$ cat src/rtl/svm_pipe_ctrl.sv
// ---------------------------------------------------------------------------
// svm_pipe_ctrl
//
// Sequencer for the NUM_FEAT-stage systolic SVM kernel pipeline.
//
// A run is started by 'start' while idle. The controller then presents every
// (test instance, support vector) pair exactly once, in order, one pair per
// enabled cycle. It drives the indices and the accumulate first/last strobes.
// Each instance's final pair is tagged into a LAT-deep delay line that moves
// in lock-step with the pipeline. When the tag leaves the line, the pipeline
// output is captured. On the following cycle it is written to the result
// buffer.
//
// Handshake semantics: there is no ready/valid back-pressure on this block.
// 'stall' is a global freeze of the pipeline, the sequencer state and the
// delay line. 'issue' marks a pair that the pipeline consumes this cycle, so
// issue is never high while stalled. 'res_we' is a fire-and-forget strobe to
// a buffer that never stalls.
//
// Ports
//   clk        in   clock
//   rst        in   asynchronous reset, active-high
//   start      in   begin a run (only looked at while idle)
//   stall      in   freeze pipeline and controller this cycle
//   pipe_en    out  pipeline stage enable (= !stall)
//   issue      out  a valid pair is presented this cycle
//   sv_idx     out  support vector index of the presented pair
//   test_idx   out  test instance index of the presented pair
//   acc_first  out  issue of the first SV of an instance (load + clear)
//   acc_last   out  issue of the last SV of an instance
//   result_in  in   pipeline output
//   res_we     out  result buffer write strobe (one-cycle pulse)
//   res_addr   out  instance index of the written result
//   res_data   out  result written
//   busy       out  controller is not idle
//   done       out  one-cycle pulse, run complete
// ---------------------------------------------------------------------------
module svm_pipe_ctrl #(
   parameter int NUM_FEAT   = 2,
   parameter int NUM_SV     = 3,
   parameter int NUM_INST   = 2,
   parameter int ACCUM_SIZE = 64,
   // Index widths are kept at least one bit wide so that a single support
   // vector or a single instance still yields a legal port.
   localparam int SV_W = (NUM_SV   > 1) ? $clog2(NUM_SV)   : 1,
   localparam int TI_W = (NUM_INST > 1) ? $clog2(NUM_INST) : 1
) (
   input  logic                  clk,
   input  logic                  rst,
   input  logic                  start,
   input  logic                  stall,
   output logic                  pipe_en,
   output logic                  issue,
   output logic [SV_W-1:0]       sv_idx,
   output logic [TI_W-1:0]       test_idx,
   output logic                  acc_first,
   output logic                  acc_last,
   input  logic [ACCUM_SIZE-1:0] result_in,
   output logic                  res_we,
   output logic [TI_W-1:0]       res_addr,
   output logic [ACCUM_SIZE-1:0] res_data,
   output logic                  busy,
   output logic                  done
);

   // Pipeline latency equals the number of feature stages.
   localparam int LAT = NUM_FEAT;

   localparam logic [SV_W-1:0] SV_LAST   = SV_W'(NUM_SV - 1);
   localparam logic [TI_W-1:0] INST_LAST = TI_W'(NUM_INST - 1);

   typedef enum logic [1:0] {
      ST_IDLE  = 2'd0,
      ST_ISSUE = 2'd1,
      ST_DRAIN = 2'd2,
      ST_DONE  = 2'd3
   } state_t;

   state_t                state_q,    state_d;
   logic [SV_W-1:0]       sv_idx_q,   sv_idx_d;
   logic [TI_W-1:0]       test_idx_q, test_idx_d;

   // Delay line: one tag bit plus the instance index per stage.
   logic [LAT-1:0]           tag_q,  tag_d;
   logic [LAT-1:0][TI_W-1:0] inst_q, inst_d;

   logic                  res_we_q,   res_we_d;
   logic [TI_W-1:0]       res_addr_q, res_addr_d;
   logic [ACCUM_SIZE-1:0] res_data_q, res_data_d;

   logic                  issue_c;
   logic                  done_c;
   logic                  acc_last_c;
   logic                  tag_exit;

   // ------------------------------------------------------------------
   // Sequencer: next state, index counters, issue/done strobes
   // ------------------------------------------------------------------
   always_comb begin
      state_d    = state_q;
      sv_idx_d   = sv_idx_q;
      test_idx_d = test_idx_q;
      issue_c    = 1'b0;
      done_c     = 1'b0;

      case (state_q)
         ST_IDLE: begin
            // Stall has no effect here; a start is accepted regardless.
            if (start) begin
               state_d    = ST_ISSUE;
               sv_idx_d   = '0;
               test_idx_d = '0;
            end
         end

         ST_ISSUE: begin
            issue_c = !stall;
            if (!stall) begin
               if (sv_idx_q == SV_LAST) begin
                  sv_idx_d = '0;
                  if (test_idx_q == INST_LAST) begin
                     test_idx_d = '0;
                     state_d    = ST_DRAIN;
                  end else begin
                     test_idx_d = test_idx_q + TI_W'(1);
                  end
               end else begin
                  sv_idx_d = sv_idx_q + SV_W'(1);
               end
            end
         end

         ST_DRAIN: begin
            // The last tag is the newest entry, so an empty line means it has
            // exited and its write is on the output this cycle. Stall holds
            // the transition; the write itself still completes.
            if (!stall && (tag_q == '0)) begin
               state_d = ST_DONE;
            end
         end

         ST_DONE: begin
            done_c     = 1'b1;
            state_d    = ST_IDLE;
            sv_idx_d   = '0;
            test_idx_d = '0;
         end

         default: begin
            state_d = ST_IDLE;
         end
      endcase
   end

   assign acc_last_c = issue_c && (sv_idx_q == SV_LAST);

   // ------------------------------------------------------------------
   // Tag delay line: advances only with the pipeline
   // ------------------------------------------------------------------
   always_comb begin
      tag_d  = tag_q;
      inst_d = inst_q;
      if (!stall) begin
         tag_d[0]  = acc_last_c;
         inst_d[0] = test_idx_q;
         for (int i = 1; i < LAT; i++) begin
            tag_d[i]  = tag_q[i-1];
            inst_d[i] = inst_q[i-1];
         end
      end
   end

   // A tag in the last stage leaves on the next enabled edge, which is the
   // same edge on which the pipeline result for that instance is valid.
   assign tag_exit = tag_q[LAT-1] && !stall;

   // ------------------------------------------------------------------
   // Result capture: sampled on exit, presented one cycle later
   // ------------------------------------------------------------------
   always_comb begin
      res_we_d   = tag_exit;
      res_addr_d = res_addr_q;
      res_data_d = res_data_q;
      if (tag_exit) begin
         res_addr_d = inst_q[LAT-1];
         res_data_d = result_in;
      end
   end

   // ------------------------------------------------------------------
   // State registers
   // ------------------------------------------------------------------
   always_ff @(posedge clk or posedge rst) begin
      if (rst) begin
         state_q    <= ST_IDLE;
         sv_idx_q   <= '0;
         test_idx_q <= '0;
         tag_q      <= '0;
         inst_q     <= '0;
         res_we_q   <= 1'b0;
         res_addr_q <= '0;
         res_data_q <= '0;
      end else begin
         state_q    <= state_d;
         sv_idx_q   <= sv_idx_d;
         test_idx_q <= test_idx_d;
         tag_q      <= tag_d;
         inst_q     <= inst_d;
         res_we_q   <= res_we_d;
         res_addr_q <= res_addr_d;
         res_data_q <= res_data_d;
      end
   end

   // ------------------------------------------------------------------
   // Outputs
   // ------------------------------------------------------------------
   assign pipe_en   = !stall;
   assign issue     = issue_c;
   assign sv_idx    = sv_idx_q;
   assign test_idx  = test_idx_q;
   assign acc_first = issue_c && (sv_idx_q == '0);
   assign acc_last  = acc_last_c;
   assign res_we    = res_we_q;
   assign res_addr  = res_addr_q;
   assign res_data  = res_data_q;
   assign busy      = (state_q != ST_IDLE);
   assign done      = done_c;

endmodule

$ cat config.mk
export PLATFORM = sky130hd
export DESIGN_NAME = svm_pipe_ctrl
export DESIGN_NICKNAME = d
export VERILOG_FILES = /design/src/rtl/svm_pipe_ctrl.sv
export SDC_FILE = /design/constraint.sdc
export NUM_CORES = 1
export LEC_CHECK = 0
export ABC_AREA = 1
export CAP_MARGIN = 5
export CORE_MARGIN = 3
export CORE_UTILIZATION = 37
export CTS_CLUSTER_SIZE = 30
export DETAILED_ROUTE_END_ITERATION = 7
export PLACE_DENSITY_LB_ADDON = 0.1
export RECOVER_POWER = 50
export SYNTH_ARGS = -nofsm -noshare
export SYNTH_HDL_FRONTEND = slang
export SYNTH_SLANG_ARGS = --single-unit
$ cat constraint.sdc
create_clock -name clk -period 2.3 [get_ports clk]
set_input_delay 0.345 -clock clk [delete_from_list [all_inputs] [get_ports clk]]
set_output_delay 0.345 -clock clk [all_outputs]
set_load 0.02 [all_outputs]
==> results of run 1 <==
-- placed cells by master (no fill, tap or decap) --
| cell | count |
|---|---|
| nand2_1 | 218 |
| clkdlybuf4s50_1 | 110 |
| dfrtp_1 | 75 |
| dlygate4sd3_1 | 29 |
| inv_1 | 10 |
| clkbuf_8 | 10 |
| nor2_1 | 8 |
| ha_1 | 6 |
| clkbuf_2 | 3 |
| a21oi_1 | 2 |
| nand3_1 | 2 |
| nand4_1 | 2 |
| o21ai_0 | 2 |
| nor3_1 | 2 |
| clkinv_2 | 2 |
| bufinv_16 | 2 |
| buf_4 | 2 |
| or2_2 | 1 |
| nor2_4 | 1 |
| inv_2 | 1 |
| clkinvlp_2 | 1 |
| clkinvlp_4 | 1 |
| dlygate4sd2_1 | 1 |
| dlymetal6s2s_1 | 1 |
-- logic make-up (layout without fill, tap and decap cells) --
group / Yosys count / count (layout) / synth area share [%]
flops: 75 / 75 / 61.5
simple gates: 234 / 234 / 29.5
compound gates: 4 / 4 / 0.656
fa+ha+maj: 6 / 6 / 2.46
buf+inv: 27 / 173 / 5.91
-- area by class of cell --
class,count,area (um2),share of cell area [%]
multi-input combinational,244,993,21.1
inverter,12,46.3,0.985
clock inverter,5,77.6,1.65
timing repair buffer,146,1440,30.7
tap,102,128,2.71
sequential,75,1880,39.9
clock buffer,10,138,2.93
-- metal layers --
metal  global-route usage (%)  part of all wire (%)  vias up
met5                        0                     0        -
met4                     5.83                   1.4        0
met3                     4.61                   6.5        9
met2                     25.8                    46       84
met1                     21.6                    46     1161
li1                         -                     -     1328
-- power breakdown --
| part | switching [mW] | total (mW) | internal [mW] |
|---|---|---|---|
| Combinational | 1.18 | 2.15 | 0.968 |
| Sequential | 0.229 | 1.96 | 1.73 |
| Clock | 0.465 | 1.10 | 0.631 |
-- stage by stage --
| stage | cell area (um2) | hold slack (ns) | instances | power [mW] |
|---|---|---|---|---|
| final | 4700 | 0.435 | 594 | 5.20 |
| after global routing | 4700 | 0.451 | 594 | 5.56 |
| after CTS | 4720 | 0.211 | 594 | 5.35 |
| after detailed placement | 4510 | 0.457 | 579 | 4.23 |
| after global placement | 4510 | 0.453 | 579 | 4.20 |
| after floorplan | 3050 | 0.442 | 346 | 3.14 |
-- worst paths after layout --
path,start,slack [ns],endpoint
worst max register to register,tag_q[1]$_DFFE_PP0N_,0.69,res_data[48]$_DFFE_PP0P_
worst min register to register,inst_q[0]$_DFFE_PP0N_,0.46,inst_q[1]$_DFFE_PP0N_
worst max-delay path,stall,0.18,pipe_en
worst min-delay path,rst,0.44,sv_idx[1]$_DFFE_PP0P_
max in group asynchronous,rst,0.55,res_data[40]$_DFFE_PP0P_
min in group clk,inst_q[0]$_DFFE_PP0N_,0.46,inst_q[1]$_DFFE_PP0N_
-- sequential cells by signal, summed over array words and instances, names as in the netlist --
signal / count
state_q: 2
tag_q: 2
res_data: 64
sv_idx: 2
test_idx: 1
inst_q: 2
res_addr: 1
res_we: 1
==> reports/metrics.yaml, run 1 <==
ctsResizeCount: 2
fin_crit_sh_pct: 92.4
total_leakage_power_nw: 2.40
cts_made_buffers: 9
finalMaxSlewViolations: 0
initial_core_util_pct: 38.9
synth.most_common_cell: "nand2_1"
place_hpwl_mm: 5.14
setup_ws_ns: 0.175
synth_common_cells: "nand2_1, dfrtp_1, inv_1"
p_per_area_nw_per_um2: 1110
post-cts-setup-buffers: 0
totalWireLength_mm: 7.36
cp_num_cells: 4
area_growth_pct: 54.1
drt_pass1_iterations: 4
holdBufCountCts: 0
ys_seq_area_share_pct: 61.5
nNetsFinal: 562
grt_pass1_vias: 2527
synth_edf_count: 0
path_class: "in2out"
place.gp.congestion: 0.827
max_freq_mhz: 471
max_stage_delay_ns: 0.61
yosysTopAreaCellShare_pct: 61.5
clock_skew_ns: 0.00739
die_area_um2: 9370
slew_headroom_pct: 28.5
h-tree-depth: 3
worstPathCellList: "dlygate4sd3_1, buf_4, inv_1, clkdlybuf4s50_1"
syn_nets: 420
cts_tree: "yes"
status: "complete, no violations"
syn-mean-instance-area_um2: 8.82
wire_per_inst_um: 12.4
worstPathArrival_ns: 1.78
first_iter_violations: 85
rr_worst_depth: 5
crit_buf_inv: 4
worst_pin_slew_ns: 1.07
grt_pass1_wl_mm: 12.5
final.setup.tns_ns: 0
num_antenna_cells: 0
end_kind: "primary output"
antenna_found_initial: 0
final_util_pct: 59.9
pre_cts_ws_ns: 0.155
rows: 32
cp_slowest_cell: "clkdlybuf4s50_1"
via_per_inst: 4.35
finalCriticalPeriod_ns: 2.12
clkSlewWorstSetupHoldPaths_ns: 0.07
design.core.area_um2: 7850
maxCapViolCount: 0
drc: 0
clockRootBuffer: "clkbuf_8"
clkLatencyLatePin_ns: 0.33
netlist_area_um2: 3050
ir_drop_mv: 0.623
grtUsageTotal_pct: 16.4
die_y_um: 96.8
cp_max_fo: 8
drive_gt1_share_pct: 4.88
grt_max_degree: 67
ys_top_cells_by_area: "dfrtp_1, nand2_1, buf_6"
synth-seq-cells: 75
fillers: 709
top_level_ports: 143
cts.path.max_buffers: 2
holdCritPathClass: "in2async"
postRouteAntennaNets: 0
rsz0062_at_grt: "false"
ys_types: 16
clock-sinks: 75
synthFlopType: "dfrtp_1"
port-buffer-count: 142
grt_overflow_total: 0
hold_viol: 0
path_delay_family: "buffers and inverters"
ys_async_sr_fraction_pct: 100
via_count: 2582
yosys_warnings: 0
dieWidth_um: 96.8
synth_top_cell_by_area: "dfrtp_1"
syn_inst: 346
worstPathRequired_ns: 1.96
setup_viol: 0
startpoint_type: "input port"
(Power assumes the default switching activity.)
==> run 2: changes to the inputs <==
Settings changed: CORE_UTILIZATION 37 to 56, DONT_BUFFER_PORTS set to 1.
==> reports/metrics.yaml, run 2 (same netlist as run 1, synthesis figures left out) <==
ir_drop_mv: 0.685  # +9.9%
slew_headroom_pct: 4.78  # -24 points
worstPathRequired_ns: 1.96  # about the same
setup_viol: 0  # unchanged
startpoint_type: "register"
rows: 26  # -19%
mostFrequentLayoutCell: "nand2_1"
worst_pin_slew_ns: 1.43  # +0.355 ns
drt_pass1_iterations: 4  # unchanged
layout_common_cells: "nand2_1, dfrtp_1, inv_1"
totalWireLength_mm: 6.34  # -14%
antenna_found_initial: 0  # unchanged
post-cts-setup-buffers: 0  # unchanged
initial_core_util_pct: 59.0  # +20 points
final_util_pct: 64.2  # +4.3 points
clkLatencyLatePin_ns: 0.34  # about the same
grtUsageTotal_pct: 20.4  # +4.0 points
h-tree-depth: 3  # unchanged
max_freq_mhz: 495  # +5.2%
total_leakage_power_nw: 1.84  # -23%
path_class: "reg2out"
status: "complete, no violations"
cp_slowest_cell: "dfrtp_1"
place.gp.congestion: 0.787  # -4.8%
clock_skew_ns: 0.00724  # -0.000150 ns
grt_max_degree: 67  # unchanged
max_stage_delay_ns: 0.43  # -0.18 ns
port-buffer-count: 0  # -100%
cp_max_fo: 5  # -3
place_hpwl_mm: 4.35  # -15%
cts.path.max_buffers: 2  # unchanged
cts_tree: "yes"
nNetsFinal: 421  # -25%
grt_overflow_total: 0  # unchanged
holdBufCountCts: 0  # unchanged
drive_gt1_share_pct: 6.25  # +1.4 points
dieWidth_um: 79.8  # -18%
end_kind: "primary output"
maxCapViolCount: 0  # unchanged
multi_input_area_um2: 993  # unchanged
clock-sinks: 75  # unchanged
largest_reg_flops: 64  # unchanged
rsz0062_at_grt: "false"
clkSlewWorstSetupHoldPaths_ns: 0.07  # about the same
finalCriticalPeriod_ns: 2.02  # -0.104 ns
top_level_ports: 143  # unchanged
power_mw: 4.61  # -12%
fillers: 450  # -37%
grt_pass1_wl_mm: 9.75  # -22%
via_per_inst: 5.02  # +15%
worstPathArrival_ns: 1.68  # -0.10 ns
final.setup.tns_ns: 0  # unchanged
fin_crit_sh_pct: 87.8  # -4.5 points
finalMaxSlewViolations: 0  # unchanged
p_per_area_nw_per_um2: 1390  # +25%
postRouteAntennaNets: 0  # unchanged
die_area_um2: 6370  # -32%
hold_viol: 0  # unchanged
first_iter_violations: 119  # +40%
cts_made_buffers: 9  # unchanged
drc: 0  # unchanged
area_growth_pct: 8.90
die_y_um: 79.8  # -18%
wire_per_inst_um: 15.0  # +21%
grt_pass1_vias: 2046  # -19%
critical_path.most_common_cell: "inv_1"
num_antenna_cells: 0  # unchanged
worstPathCellList: "inv_1, ha_1, inv_1, nor2_1, inv_1, nor3_1, buf_4"
design.core.area_um2: 5170  # -34%
ctsResizeCount: 0  # -2
seqCellArea_um2: 1880  # unchanged
clockRootBuffer: "clkbuf_8"
via_count: 2117  # -18%
holdCritPathClass: "in2reg"
## run 2: cell types whose count changed in the layout (fill, tap and decap cells not counted), sizes merged, moves of 2 or more
cell / change
clkdlybuf4s50: -110
buf: +3
bufinv: +2
clkbuf: -2
dlygate4sd3: -29
clkinvlp: -2
## run 2: layout make-up
type,count,share of cell area (%)
clock inverter,5,3.77
timing repair buffer,5,1.88
clock buffer,11,3.95
inverter,12,1.36
sequential,75,56.5
tap,70,2.64
multi-input combinational,244,29.9
## run 2: per-layer routing
metal / global-route usage, % / wire, um
met3: 7.11 / 617
met4: 11.3 / 108
met5: 0 / 0
met1: 24.8 / 2460
met2: 31.6 / 3150
## run 2: critical path: cells and delay by family, from the launching register on
| kind | cells | cell delay (ns) |
|---|---|---|
| buf+inv | 4 | 0.44 |
| simple gates | 2 | 0.28 |
| flops | 1 | 0.43 |
| fa+ha+maj | 1 | 0.19 |
## run 2: through the flow
stage | instance area (um2) | worst slack, ns | hold WS, ns | instances
floorplan | 3050 | 0.0450 | 0.442 | 346
global placement | 3070 | 0.727 | 0.415 | 406
detailed placement | 3070 | 0.668 | 0.420 | 406
CTS | 3320 | 0.223 | 0.0401 | 422
global route | 3320 | 0.113 | 0.0752 | 422
finish | 3320 | 0.280 | 0.0896 | 422
## run 2: worst paths after layout
kind / from / end / slack, ns / cells after the start
max: state_q[1]$_DFFE_PP0P_ / acc_first / 0.28 / 7
min: stall / tag_q[1]$_DFFE_PP0N_ / 0.09 / 1
max reg2reg: state_q[0]$_DFFE_PP0P_ / test_idx$_DFFE_PP0P_ / 0.82 / 8
min reg2reg: inst_q[1]$_DFFE_PP0N_ / inst_q[1]$_DFFE_PP0N_ / 0.48 / 2
max in group asynchronous: rst / res_data[54]$_DFFE_PP0P_ / 1.12 / 2
min in group asynchronous: rst / res_data[30]$_DFFE_PP0P_ / 0.31 / 1
## run 2: where the power goes
part / switching, mW / internal (mW) / total [mW]
clock: 0.449 / 0.830 / 1.28
sequential: 0.798 / 1.73 / 2.53
combinational: 0.515 / 0.286 / 0.800
total: 1.76 / 2.84 / 4.61
